## src/rtl/wallace_mult_pipe.sv

```systemverilog
// Pipelined WIDTH x WIDTH Wallace-tree multiplier. Each transaction selects unsigned or
// two's-complement operation and carries a sideband tag. The product is exact in 2*WIDTH bits.

module full_adder (
  input  logic a,
  input  logic b,
  input  logic cin,
  output logic sum,
  output logic cout
);
  assign sum  = a ^ b ^ cin;
  assign cout = (a & b) | (a & cin) | (b & cin);
endmodule

module wallace_mult_pipe #(
  parameter int WIDTH = 8,
  parameter int TAG_W = 4
) (
  input  logic               clk,
  input  logic               rst,
  input  logic               in_valid,
  output logic               in_ready,
  input  logic [WIDTH-1:0]   in_a,
  input  logic [WIDTH-1:0]   in_b,
  input  logic               in_signed,
  input  logic [TAG_W-1:0]   in_tag,
  output logic               out_valid,
  input  logic               out_ready,
  output logic [2*WIDTH-1:0] out_prod,
  output logic [TAG_W-1:0]   out_tag
);
  localparam int PW    = 2 * WIDTH;
  localparam int NROWS = WIDTH + 1;

  // Row count left after 'lvls' layers of 3:2 compression.
  function automatic int rows_after(input int n, input int lvls);
    int m;
    m = n;
    for (int k = 0; k < lvls; k++) m = 2 * (m / 3) + (m % 3);
    return m;
  endfunction

  function automatic int num_levels(input int n);
    int m;
    int l;
    m = n;
    l = 0;
    while (m > 2) begin
      m = 2 * (m / 3) + (m % 3);
      l++;
    end
    return l;
  endfunction

  localparam int NLEV = num_levels(NROWS);

  // Handshake: a word moves on any rising edge where valid & ready are both high.
  // The pipe freezes as a whole while the output is held (stall); in_ready is the
  // complement of stall and never looks at in_valid.
  logic stall;
  assign stall    = out_valid & ~out_ready;
  assign in_ready = ~stall;

  // Modified Baugh-Wooley matrix: in signed mode, products that mix exactly one
  // sign bit are inverted, and constant ones enter at columns WIDTH and 2*WIDTH-1.
  logic [PW-1:0] pp [NROWS];

  always_comb begin
    for (int r = 0; r < NROWS; r++) pp[r] = '0;
    for (int i = 0; i < WIDTH; i++) begin
      for (int j = 0; j < WIDTH; j++) begin
        pp[i][i+j] = (in_a[j] & in_b[i]) ^
                     (in_signed & ((i == WIDTH - 1) ^ (j == WIDTH - 1)));
      end
    end
    pp[WIDTH][WIDTH]  = in_signed;
    pp[WIDTH][PW-1]   = in_signed;
  end

  // Stage 1: partial-product matrix
  logic             s1_valid;
  logic [PW-1:0]    s1_pp [NROWS];
  logic [TAG_W-1:0] s1_tag;

  always_ff @(posedge clk) begin
    if (rst) begin
      s1_valid <= 1'b0;
    end else if (!stall) begin
      s1_valid <= in_valid;
    end
  end

  always_ff @(posedge clk) begin
    if (!rst && !stall && in_valid) begin
      s1_pp  <= pp;
      s1_tag <= in_tag;
    end
  end

  // Wallace reduction: rows grouped in threes per layer, each group becoming a
  // sum row and a carry row; leftover rows pass straight through.
  logic [PW-1:0] lvl [NLEV+1][NROWS];

  for (genvar r = 0; r < NROWS; r++) begin : g_lvl0
    assign lvl[0][r] = s1_pp[r];
  end

  for (genvar l = 0; l < NLEV; l++) begin : g_lvl
    localparam int N  = rows_after(NROWS, l);
    localparam int G  = N / 3;
    localparam int NN = 2 * G + (N % 3);

    for (genvar g = 0; g < G; g++) begin : g_csa
      logic [PW-1:0] s;
      logic [PW-1:0] c;
      for (genvar b = 0; b < PW - 1; b++) begin : g_fa
        full_adder u_fa (
          .a    (lvl[l][3*g][b]),
          .b    (lvl[l][3*g+1][b]),
          .cin  (lvl[l][3*g+2][b]),
          .sum  (s[b]),
          .cout (c[b+1])
        );
      end
      // The carry out of the top column falls outside the product and is not formed.
      assign s[PW-1] = lvl[l][3*g][PW-1] ^ lvl[l][3*g+1][PW-1] ^ lvl[l][3*g+2][PW-1];
      assign c[0]    = 1'b0;
      assign lvl[l+1][2*g]   = s;
      assign lvl[l+1][2*g+1] = c;
    end

    for (genvar r = 2 * G; r < NROWS; r++) begin : g_pass
      if (r < NN) begin : g_keep
        assign lvl[l+1][r] = lvl[l][r+G];
      end else begin : g_zero
        assign lvl[l+1][r] = '0;
      end
    end
  end

  // Stage 2: two-row carry-save result
  logic             s2_valid;
  logic [PW-1:0]    s2_sum;
  logic [PW-1:0]    s2_carry;
  logic [TAG_W-1:0] s2_tag;

  always_ff @(posedge clk) begin
    if (rst) begin
      s2_valid <= 1'b0;
    end else if (!stall) begin
      s2_valid <= s1_valid;
    end
  end

  always_ff @(posedge clk) begin
    if (!rst && !stall && s1_valid) begin
      s2_sum   <= lvl[NLEV][0];
      s2_carry <= lvl[NLEV][1];
      s2_tag   <= s1_tag;
    end
  end

  // Stage 3: carry-propagate add; the product only changes when a valid word lands.
  always_ff @(posedge clk) begin
    if (rst) begin
      out_valid <= 1'b0;
      out_prod  <= '0;
      out_tag   <= '0;
    end else if (!stall) begin
      out_valid <= s2_valid;
      if (s2_valid) begin
        out_prod <= s2_sum + s2_carry;
        out_tag  <= s2_tag;
      end
    end
  end

endmodule

```

## config.mk

```make
export PLATFORM = sky130hd
export DESIGN_NAME = wallace_mult_pipe
export DESIGN_NICKNAME = d
export VERILOG_FILES = /design/src/rtl/wallace_mult_pipe.sv
export SDC_FILE = /design/constraint.sdc
export NUM_CORES = 1
export LEC_CHECK = 0
export CAP_MARGIN = 20
export CORE_UTILIZATION = 44
export CTS_CLUSTER_SIZE = 40
export DETAILED_ROUTE_END_ITERATION = 7
export PLACE_DENSITY = 0.65
export SYNTH_ARGS = -nofsm -noshare
export SYNTH_HDL_FRONTEND = slang
export SYNTH_SLANG_ARGS = --single-unit
```

## constraint.sdc

```tcl
create_clock -name clk -period 7.3 [get_ports clk]
set_clock_uncertainty 0.15 [all_clocks]
set_input_delay 1.095 -clock clk [delete_from_list [all_inputs] [get_ports clk]]
set_output_delay 1.095 -clock clk [all_outputs]
set_load 0.02 [all_outputs]
```

==> results.sh <==
export IMPL_drt_met1_wl_um=4770
export IMPL_track_usage_pct=16.0
export IMPL_ir_worst_vdd_mv=0.162
export IMPL_drtPass1Iterations=4
export IMPL_antenna_found_initial=0
export IMPL_pwr_share_clk_pct=39.9
export IMPL_critPathMostFrequentCell="clkdlybuf4s50_1"
export IMPL_cts_hold_buf=0
export IMPL_fill_cells=1149
export IMPL_fin_area_sq_mm=0.00728
export IMPL_maxCapViolCount=0
export IMPL_yosysMostFrequentCell="edfxtp_1"
export IMPL_synth_area_sq_mm=0.00608
export IMPL_r2r_end="s2_sum[9]$_DFFE_PP_"
export IMPL_routed_wl_um=10200
export IMPL_utilization_pct=54.6
export IMPL_setup_ws_ns=3.64
export IMPL_seqPwrFrac_pct=44.1
export IMPL_syn_nets=563
export IMPL_worst_hold_startpoint="lvl[704]$_DFFE_PP_"
export IMPL_ios=47
export IMPL_netSwitchingPower_mw=0.461
export IMPL_yosysSeqAreaShare_pct=56.9
export IMPL_dpl_cell_area_sq_mm=0.00674
export IMPL_clockBufferDepth=2
export IMPL_yosys_top_cells_count="100 x edfxtp_1, 66 x inv_1, 52 x and2_1, 51 x nand2_1, 39 x fa_1"
export IMPL_crit_path_top_delay_cell="clkdlybuf4s50_1"
export IMPL_p_int_mw=1.44
export IMPL_comb_power_share_pct=16.0
export IMPL_min_path_type="reg2reg"
export IMPL_worstHoldEndpoint="s2_sum[0]$_DFFE_PP_"
export IMPL_cts_max_level=4
export IMPL_cts_resized=0
export IMPL_arrival_ns=2.42
export IMPL_worstRegToRegCells=8
export IMPL_required_ns=6.05
export IMPL_switching_share_pct=24.2
export IMPL_synth_top_area_share_pct=49.4
export IMPL_rsz0062_at_grt="no"
export IMPL_outcome="finished clean"
export IMPL_final_nets=619
export IMPL_end_kind="output port"
export IMPL_topRoutingLayerUsed="met4"
export IMPL_viasPerCell=4.72
export IMPL_instances_no_fill=711
export IMPL_p_per_area_mw_per_mm2=261
export IMPL_drc=0
export IMPL_num_antenna_cells=0
export IMPL_fp_coreArea_sq_mm=0.0133
export IMPL_drv_slew=0
export IMPL_portBuffers=46
export IMPL_layout_drive_gt1_share_pct=7.10
export IMPL_gr_total_overflow=0
export IMPL_met3WireLength_um=447
export IMPL_rows=42
export IMPL_synth_async_sr_flop_share_pct=0
export IMPL_dr_wl_met2_um=4900
export IMPL_antenna_left=0
export IMPL_seqCellArea_sq_mm=0.00346
export IMPL_max_slew_margin_pct=34.4
export IMPL_min_period_ns=3.66
export IMPL_grt_pass1_vias=3565
export IMPL_synth_edf_count=100
export IMPL_ys_ff_latch=123
export IMPL_cts_setup_buffers=0
export IMPL_synth_cell_types=38
export IMPL_leakage_nw=2.86
export IMPL_yosysWarnings=0
export IMPL_tightest_slew_ns=0.981
export IMPL_worstReg2RegStart="lvl[633]$_DFFE_PP_"
export IMPL_dpl_hpwl_um=7050
export IMPL_critPathTopFamily="buffers and inverters"
export IMPL_crit_cells=4
export IMPL_rrSetupSlack_ns=4.28
export IMPL_post_place_cells=679
export IMPL_worstPathMaxFanout=6
export IMPL_die_h_um=120
export IMPL_wl_per_cell_um=14.3
export IMPL_die_area_sq_mm=0.0143
export IMPL_cp_num_buf_inv=3
export IMPL_yosys_top_cells_area="edfxtp_1 49%, fa_1 13%, dfxtp_1 7.6%"
export IMPL_clk_latency_ns=0.41
export IMPL_cp_slowest_stage_delay_ns=0.54
export IMPL_cts_buffers_inserted=17
export IMPL_grt_pass1_wl_um=17100
export IMPL_clk_pin_slew_ns=0.05
export IMPL_clock_sinks=123
export IMPL_preCtsSetupSlack_ns=3.62
export IMPL_fmax_mhz=273
export IMPL_tns_ns=0
export IMPL_syn_area_per_cell_sq_um=13.1
export IMPL_synth_largest_area_cell="edfxtp_1"
export IMPL_finalWeightedCongestion=0.794
export IMPL_ys_flop_type="edfxtp_1"
export IMPL_min_period_over_period_pct=50.2
export IMPL_setup_viol=0
export IMPL_worstHoldPathCells=0
export IMPL_initial_core_util_pct=45.6
export IMPL_areaGrowthSynthToFinish_pct=19.8
export IMPL_crit_type="in2out"
export IMPL_cts_root_buf="clkbuf_16"
export IMPL_crit_chain="clkdlybuf4s50_1 -> nor2b_2 -> inv_2 -> clkdlybuf4s50_1"
export IMPL_hold_viol_final=0
export IMPL_startpoint_type="primary input"
export IMPL_grt_start_max_net_pins=70
export IMPL_drtIter0Drc=184
export IMPL_cts_tree="built"
export IMPL_synthCells=466
export IMPL_vias=3358
export IMPL_dieWidth_um=120
export IMPL_multi_input_area_sq_mm=0.00233
[kinds of logic after synthesis]
group,share of synthesized area (%)
DFF,56.9
buffers and inverters,4.85
xor gates and xnor gates,2.88
muxes,0.165
and+or+nand+nor,11.0
AOI/OAI and AO/OA,4.53
adders and majority gates,19.6
[layout make-up]
type,instances,share of cell area (%)
inverter,67,3.45
timing repair buffer,48,6.53
sequential,123,47.5
multi-input combinational,265,32.0
clock inverter,8,0.945
clock buffer,24,6.48
tap,176,3.02
[cell usage in the layout, fill, tap and decap left out, types with 2 or more instances in the layout]
cell type / instances
nand2_1: 51
clkinv_2: 6
clkbuf_8: 2
clkbuf_16: 17
ha_1: 33
clkbuf_1: 5
fa_1: 39
nor3b_2: 2
nand3_1: 4
a211oi_1: 2
edfxtp_1: 100
nor3_1: 2
a21o_1: 3
and2_1: 52
buf_4: 2
o21ai_0: 2
inv_1: 66
nor2_1: 13
xnor2_1: 19
dfxtp_1: 23
clkdlybuf4s50_1: 46
a21oi_1: 23
[state kept, by name, indices dropped and copies added (netlist names)]
| name | flops |
|---|---|
| lvl | 65 |
| out_prod | 16 |
| out_tag | 4 |
| out_valid | 1 |
| s1_tag | 4 |
| s1_valid | 1 |
| s2_carry | 11 |
| s2_sum | 16 |
| s2_tag | 4 |
| s2_valid | 1 |
[power by group through the flow]
stage / registers, mW / logic [mW] / clock network, mW
after floorplan: 0.858 / 0.204 / 0
final: 0.838 / 0.305 / 0.758
after global placement: 0.851 / 0.298 / 0
after global routing: 0.842 / 0.356 / 0.801
after CTS: 0.839 / 0.313 / 0.774
after detailed placement: 0.852 / 0.309 / 0
[metrics by stage]
step           power [mW]  hold slack, ns
5_1_grt              2.00           0.280
6_report             1.90           0.266
2_1_floorplan        1.06           0.250
4_1_cts              1.93           0.267
3_5_place_dp         1.16           0.255
3_3_place_gp         1.15           0.253
[worst max-delay path by stage]
stage / from / endpoint / slack [ns]
detailed placement: rst / lvl[646]$_DFFE_PP_ / 3.62
finish: out_ready / in_ready / 3.64
global placement: out_ready / in_ready / 3.66
floorplan: rst / lvl[584]$_DFFE_PP_ / 0.20
global route: out_ready / in_ready / 3.57
CTS: out_ready / in_ready / 3.63
[per-layer routing]
| metal | GRT usage, % | up-vias |
|---|---|---|
| met5 | 0 | - |
| met4 | 5.86 | 0 |
| met3 | 4.71 | 8 |
| met2 | 25.8 | 73 |
| met1 | 20.5 | 1623 |
| li1 | - | 1654 |
Note: power is estimated with default switching activity, not from simulation.
